## config.mk

```make
export PLATFORM = sky130hd
export DESIGN_NAME = finv_table_loader_flat
export DESIGN_NICKNAME = d
export VERILOG_FILES = /design/src/rtl/finv_table_loader_if.sv /design/src/rtl/finv_table_loader.sv /design/src/flat_wrapper.sv
export SDC_FILE = /design/constraint.sdc
export NUM_CORES = 1
export LEC_CHECK = 0
export ABC_AREA = 1
export BUFFER_PORTS_ARGS = -buffer_cell sky130_fd_sc_hd__buf_2
export CAP_MARGIN = 15
export CORE_AREA = 4 4 218 379
export DETAILED_ROUTE_END_ITERATION = 10
export DIE_AREA = 0 0 222 383
export GPL_ROUTABILITY_DRIVEN = 1
export PLACE_DENSITY = 0.5
export REMOVE_ABC_BUFFERS = 1
export SLEW_MARGIN = 25
export SYNTH_ARGS = -nofsm -noshare
export SYNTH_HDL_FRONTEND = slang
export SYNTH_SLANG_ARGS = --single-unit
```

## constraint.sdc

```tcl
create_clock -name clk -period 7 [get_ports clk]
set_clock_uncertainty 0.15 [all_clocks]
set_input_delay 0.7 -clock clk [delete_from_list [all_inputs] [get_ports clk]]
set_output_delay 0.7 -clock clk [all_outputs]
set_load 0.01 [all_outputs]
```

## src/rtl/finv_table_loader_if.sv

```systemverilog
// Write-side bus between the reciprocal-seed table loader and the table RAM / its controller.
interface finv_table_loader_if #(
  parameter int ADDR_W = 10
);
  logic              start;
  logic              busy;
  logic              done;
  logic              wr_en;
  logic [ADDR_W-1:0] wr_addr;
  logic [23:0]       wr_a;
  logic [23:0]       wr_b;

  modport master (
    input  start,
    output busy, done, wr_en, wr_addr, wr_a, wr_b
  );

  modport slave (
    output start,
    input  busy, done, wr_en, wr_addr, wr_a, wr_b
  );
endinterface

```

## src/rtl/finv_table_loader.sv

```systemverilog
// Builds the finv reciprocal-seed table at run time: one restoring division per entry,
// averaging consecutive quotients into b, then a = (b*b) >> 24, written through the RAM write port.
module finv_table_loader #(
  parameter int ADDR_W = 10
) (
  input  logic               clk,
  input  logic               rstn,
  finv_table_loader_if.master bus
);
  localparam int unsigned D     = 25 + ADDR_W;
  localparam int          CNT_W = $clog2(D);
  localparam int          DIV_W = ADDR_W + 2;

  typedef enum logic [2:0] {
    S_IDLE,
    S_DIV0,
    S_DIV,
    S_MUL,
    S_WRITE,
    S_DONE
  } state_t;

  state_t            state_q, state_d;
  logic [CNT_W-1:0]  cnt_q;
  logic [ADDR_W-1:0] idx_q;
  logic [DIV_W-1:0]  rem_q;
  logic [24:0]       quo_q;
  logic [24:0]       q_prev_q;
  logic [23:0]       b_q;
  logic [23:0]       a_q;

  logic              div_last;
  logic              dividing;
  logic [DIV_W-1:0]  divisor;
  logic [DIV_W-1:0]  rem_base;
  logic [DIV_W:0]    rem_sh;
  logic [DIV_W:0]    diff;
  logic              fits;
  logic [DIV_W-1:0]  rem_nx;
  logic [24:0]       quo_nx;
  logic [23:0]       b_nx;

  assign div_last = (cnt_q == CNT_W'(D - 1));
  assign dividing = (state_q == S_DIV0) || (state_q == S_DIV);

  // Divisor is N+i while seeding q(N), N+i+1 afterwards; dividend 2^(24+ADDR_W) is a lone 1 at step 0.
  always_comb begin
    divisor  = {2'b01, {ADDR_W{1'b0}}} + DIV_W'(idx_q) + DIV_W'(state_q == S_DIV);
    rem_base = (cnt_q == '0) ? '0 : rem_q;
    rem_sh   = {rem_base, (cnt_q == '0)};
    diff     = rem_sh - {1'b0, divisor};
    // divisor <= 2^(DIV_W-1), so the top bit of diff alone tells a borrow from a fit
    fits     = ~diff[DIV_W];
    rem_nx   = fits ? diff[DIV_W-1:0] : rem_sh[DIV_W-1:0];
    quo_nx   = {quo_q[23:0], fits};
    b_nx     = 24'((q_prev_q + quo_q) >> 1);
  end

  always_ff @(posedge clk or negedge rstn) begin
    if (!rstn) begin
      state_q <= S_IDLE;
    end else begin
      state_q <= state_d;
    end
  end

  always_comb begin
    state_d = state_q;
    unique case (state_q)
      S_IDLE:  if (bus.start) state_d = S_DIV0;
      S_DIV0:  if (div_last) state_d = S_DIV;
      S_DIV:   if (div_last) state_d = S_MUL;
      S_MUL:   state_d = S_WRITE;
      S_WRITE: state_d = (idx_q == '1) ? S_DONE : S_DIV;
      S_DONE:  state_d = S_IDLE;
      default: state_d = S_IDLE;
    endcase
  end

  always_ff @(posedge clk or negedge rstn) begin
    if (!rstn) begin
      cnt_q    <= '0;
      idx_q    <= '0;
      rem_q    <= '0;
      quo_q    <= '0;
      q_prev_q <= '0;
      b_q      <= '0;
      a_q      <= '0;
    end else begin
      if (dividing) begin
        cnt_q <= div_last ? '0 : cnt_q + 1'b1;
        rem_q <= rem_nx;
        quo_q <= quo_nx;
      end else begin
        cnt_q <= '0;
      end

      if (state_q == S_DIV0 && div_last) q_prev_q <= quo_nx;
      if (state_q == S_IDLE && bus.start) idx_q <= '0;

      if (state_q == S_MUL) begin
        b_q <= b_nx;
        a_q <= 24'(({24'b0, b_nx} * {24'b0, b_nx}) >> 24);
      end

      // idx wraps back to 0 after the last entry, ready for the next build
      if (state_q == S_WRITE) begin
        q_prev_q <= quo_q;
        idx_q    <= idx_q + 1'b1;
      end
    end
  end

  assign bus.busy    = dividing || (state_q == S_MUL) || (state_q == S_WRITE);
  assign bus.done    = (state_q == S_DONE);
  assign bus.wr_en   = (state_q == S_WRITE);
  assign bus.wr_addr = idx_q;
  assign bus.wr_a    = a_q;
  assign bus.wr_b    = b_q;
endmodule

```

## src/flat_wrapper.sv

```systemverilog
// flat-port wrapper written by rule: the top's interface ports become plain ports
module finv_table_loader_flat 
#(
  parameter int ADDR_W = 10
)
  (clk, rstn, bus_start, bus_busy, bus_done, bus_wr_en, bus_wr_addr, bus_wr_a, bus_wr_b);
  finv_table_loader_if #(.ADDR_W(ADDR_W)) bus_i ();
  input  logic clk;
  input  logic rstn;
  input wire logic [$bits(bus_i.start)-1:0] bus_start;
  output wire logic [$bits(bus_i.busy)-1:0] bus_busy;
  output wire logic [$bits(bus_i.done)-1:0] bus_done;
  output wire logic [$bits(bus_i.wr_en)-1:0] bus_wr_en;
  output wire logic [$bits(bus_i.wr_addr)-1:0] bus_wr_addr;
  output wire logic [$bits(bus_i.wr_a)-1:0] bus_wr_a;
  output wire logic [$bits(bus_i.wr_b)-1:0] bus_wr_b;
  assign bus_i.start = bus_start;
  assign bus_busy = bus_i.busy;
  assign bus_done = bus_i.done;
  assign bus_wr_en = bus_i.wr_en;
  assign bus_wr_addr = bus_i.wr_addr;
  assign bus_wr_a = bus_i.wr_a;
  assign bus_wr_b = bus_i.wr_b;
  finv_table_loader #(.ADDR_W(ADDR_W)) u_core (.clk(clk), .rstn(rstn), .bus(bus_i));
endmodule
```

==> parameters.txt <==
Parameter                              Value

Outcome
  Run status ... finished, violations left
  Violations in the final reports ... setup timing

STA
  Final worst path period share ... 1.08
  Worst hold slack ... between 300 and 400 ps
  Final Hold Fails ... 0
  Setup repair after global routing missed its margin ... yes
  Slew Limit Headroom ... 0.400
  Final number of max-transition violations ... 0
  Final setup slack of the worst path ... -595 ps
  Maximum clock rate ... between 100 and 150 MHz
  Slew @ Worst Pin ... between 800 and 900 ps
  Sum of negative setup slack ... -12480 ps
  Final min period ... approximately 7600 ps
  Setup violators final ... 24

Global routing
  Met2 Usage GRT ... 0.381
  Met1 demand-to-capacity share in global routing ... 0.175
  Gr busiest metal ... met2
  Total congestion overflow ... 0
  GRT Util Overall ... 0.187
  Via count of the first global-routing pass ... between 20000 and 25000
  Initial antenna violation count ... 1
  Largest net degree at the start of global routing ... 78
  Wire length of the first global-routing pass ... between 100 and 150 mm
  M3 GR Usage ... 0.0174

Finish
  Design area ... around 31000 um2
  Most common library cell in the layout ignoring fill and taps ... sky130_fd_sc_hd__inv_1
  Final non-filler cell total ... 4431
  Antenna diodes ... 0
  Finished Core Util ... 0.394
  Area occupied by multi-input gates ... 18900 um2
  Area taken by flip-flops and latches ... 3230 um2
  Fill cell count ... 8270
  Commonest cells after routing, fill and taps aside ... sky130_fd_sc_hd__inv_1, sky130_fd_sc_hd__buf_4, sky130_fd_sc_hd__fa_1
  Total number of nets in the final design ... between 4000 and 5000
  Share of layout cells above drive strength 1 ... 0.297
  Growth of design area from synthesis to finish ... 32.7%

Synth
  Share of the yosys chip area belonging to registers ... 0.137
  Synth cell types ... 59
  Portion of synthesized cell area occupied by the leading cell type ... 0.363
  Cells taking the most area after synthesis ... sky130_fd_sc_hd__fa_1, sky130_fd_sc_hd__dfrtp_1, sky130_fd_sc_hd__ha_1, sky130_fd_sc_hd__inv_1, sky130_fd_sc_hd__nand2_1
  Number of synthesized register bits ... 129
  Area of the mapped netlist ... roughly 24000 um2
  Synthesized area divided by synthesized cell count ... between 8 and 9 um2
  Syn Inst Count ... between 2000 and 3000
  Count of synthesis-stage warnings from yosys ... 0
  Most area-hungry cell type in the Yosys netlist ... sky130_fd_sc_hd__fa_1

Clocking
  Number of buffers created by CTS ... 17
  Post-CTS clock slew at the launch and capture registers of the worst setup and hold paths ... ~60 ps
  # clock sinks ... ~130
  Clock buffer depth ... 2
  Source-to-sink clock delay at the later pin of the worst-skew pair ... 490 ps
  CTS root buffer ... sky130_fd_sc_hd__clkbuf_16
  H-tree level count ... 4
  CTS tree ... built

Placement
  Placed standard-cell area ... approximately 29000 um2
  Final weighted congestion in routability-driven placement ... about 0.9
  Buffers on Ports ... 63
  Total placed cells including tap cells ... 4358
  Post-detailed-placement half-perimeter wirelength ... between 60 and 70 mm
  Worst setup timing slack at the placement stage ... -1020 ps

Setup path
  Critical register-to-register path startpoint ... u_core.quo_q[6]
  CP max stage cell ... sky130_fd_sc_hd__fa_1
  CP max stage delay ... roughly 610 ps
  Worst EP arrival ... around 7800 ps
  Type of the worst setup path ... flip-flop to flip-flop
  Endpoint required time on the critical path ... 7230 ps
  Number of buffer and inverter stages on the critical path ... 8
  Largest driver fanout on the critical path ... 6
  Worst setup path startpoint ... u_core.quo_q[6]
  Crit end category ... flip-flop
  Dominant delay contributor by cell family on the critical path ... adder cells
  Startpoint type of the worst setup path ... flip-flop
  Most frequent cell on the critical path ... sky130_fd_sc_hd__fa_1

Hold path
  Hold path startpoint ... u_core.bus.wr_b[10]
  Hold Path Class ... flip-flop to flip-flop

Run
  Max cap viols ... 0

Detailed routing
  Via density per instance ... approximately 4.6
  Final Routed Wirelength ... between 70 and 80 mm
  Wire per inst ... ~18 um
  Violation count after the first detailed-routing iteration ... between 700 and 800
  Number of nets still failing antenna checks after routing ... 0
  DRT Pass-1 Iters ... 6
  Number of remaining DRC errors ... 0
  Via count of the routed design ... 20300

Floorplan
  Core Box Area ... just under 80000 um2
  Overall die width ... 222 um
  Total die area ... between 80000 and 90000 um2
  Effective utilization at floorplan ... 0.297
  Die height ... 383 um
  Cell Rows ... approximately 140
  Top-Level Pins ... 64

Power and ir drop
  Power density of the placed cells ... around 53 nW/um2
  Leakage Power ... 16.1 nW
  Peak ir drop on the vdd network ... around 0.00019 V
  Power after layout ... about 1.7 mW
-- layout make-up --
cell class	count	area share
Inverter	734	0.0890
Sequential cell	129	0.103
Tap cell	1042	0.0416
Clock buffer	20	0.0142
Timing Repair inverter	1	0.000200
Clock inverter	11	0.00367
Timing Repair Buffer	581	0.145
Multi-Input combinational cell	1913	0.604
-- synth_stat cells, drive strengths merged --
cell type / number
a211oi: 4
a21boi: 4
a21o: 14
a21oi: 88
a221oi: 22
a22o: 1
a31oi: 21
and2: 1
and3: 2
buf: 28
clkbuf: 37
clkinv: 3
dfrtp: 129
fa: 428
ha: 218
inv: 731
nand2: 426
nand3: 72
nand3b: 2
nand4: 11
nor2: 380
nor3: 15
nor3b: 1
nor4: 4
o2111ai: 1
o211ai: 2
o21a: 9
o21ai: 117
o21bai: 12
o221ai: 3
o22ai: 4
o311ai: 1
o31ai: 3
o32ai: 2
or2: 6
xnor2: 17
xor2: 22
-- state kept, by name (all words and copies together), names as in the netlist --
| name | count |
|---|---|
| u_core.q_prev_q | 25 |
| u_core.rem_q | 12 |
| u_core.state_q | 3 |
| u_core.bus.wr_addr | 10 |
| u_core.bus.wr_b | 24 |
| u_core.cnt_q | 6 |
| u_core.quo_q | 25 |
| u_core.bus.wr_a | 24 |
-- power by group --
part | switching, mW | internal (mW)
Combinational | 0.0161 | 0.00182
Clock | 0.371 | 0.524
Sequential | 0 | 0.746
Total | 0.387 | 1.27
-- per-layer routing --
metal | vias up | wire [um]
met4 | 0 | 5700
met1 | 10100 | 25300
met5 | - | 0
met3 | 214 | 1590
met2 | 370 | 45600
li1 | 9612 | -
-- final timing paths --
path,end,slack [ps],cells past startpoint
max in group asynchronous,u_core.bus.wr_a[0],5030,3
min reg2reg,u_core.bus.wr_b[10],330,2
max reg2reg,u_core.bus.wr_a[13],-590,33
min in group asynchronous,u_core.q_prev_q[12],530,2
max,u_core.bus.wr_a[13],-590,33
min,u_core.bus.wr_b[10],330,2
-- timing repair --
action | in CTS | in global routing
setup buffers | 21 | 21
hold buffers | 1 | 0
pin swaps | 76 | 81
hold endpoints to repair | 37 | 0
cloned | 2 | 0
setup endpoints to repair | 24 | 24
resized for setup | 267 | 187
-- cells by family (layout without fill, tap and decap cells) --
family | after synthesis | in the layout | synth area share
buffers and inverters | 799 | 1347 | 0.129
flip-flops | 129 | 129 | 0.137
XOR/XNOR | 39 | 39 | 0.0192
AND/OR/NAND/NOR | 920 | 920 | 0.158
AO/OA/AOI/OAI | 308 | 308 | 0.0791
adder cells (fa/ha/maj) | 646 | 646 | 0.478
-- worst register-to-register path: cells and delay by family (launching register included) --
kind,cells,cell delay [ps]
adders and majority gates,9,4050
buffers and inverters,8,740
AOI/OAI and AO/OA,7,1180
and+or+nand+nor,8,750
xor gates and xnor gates,1,180
DFF,1,410
Power figures use the tool's default switching activity.
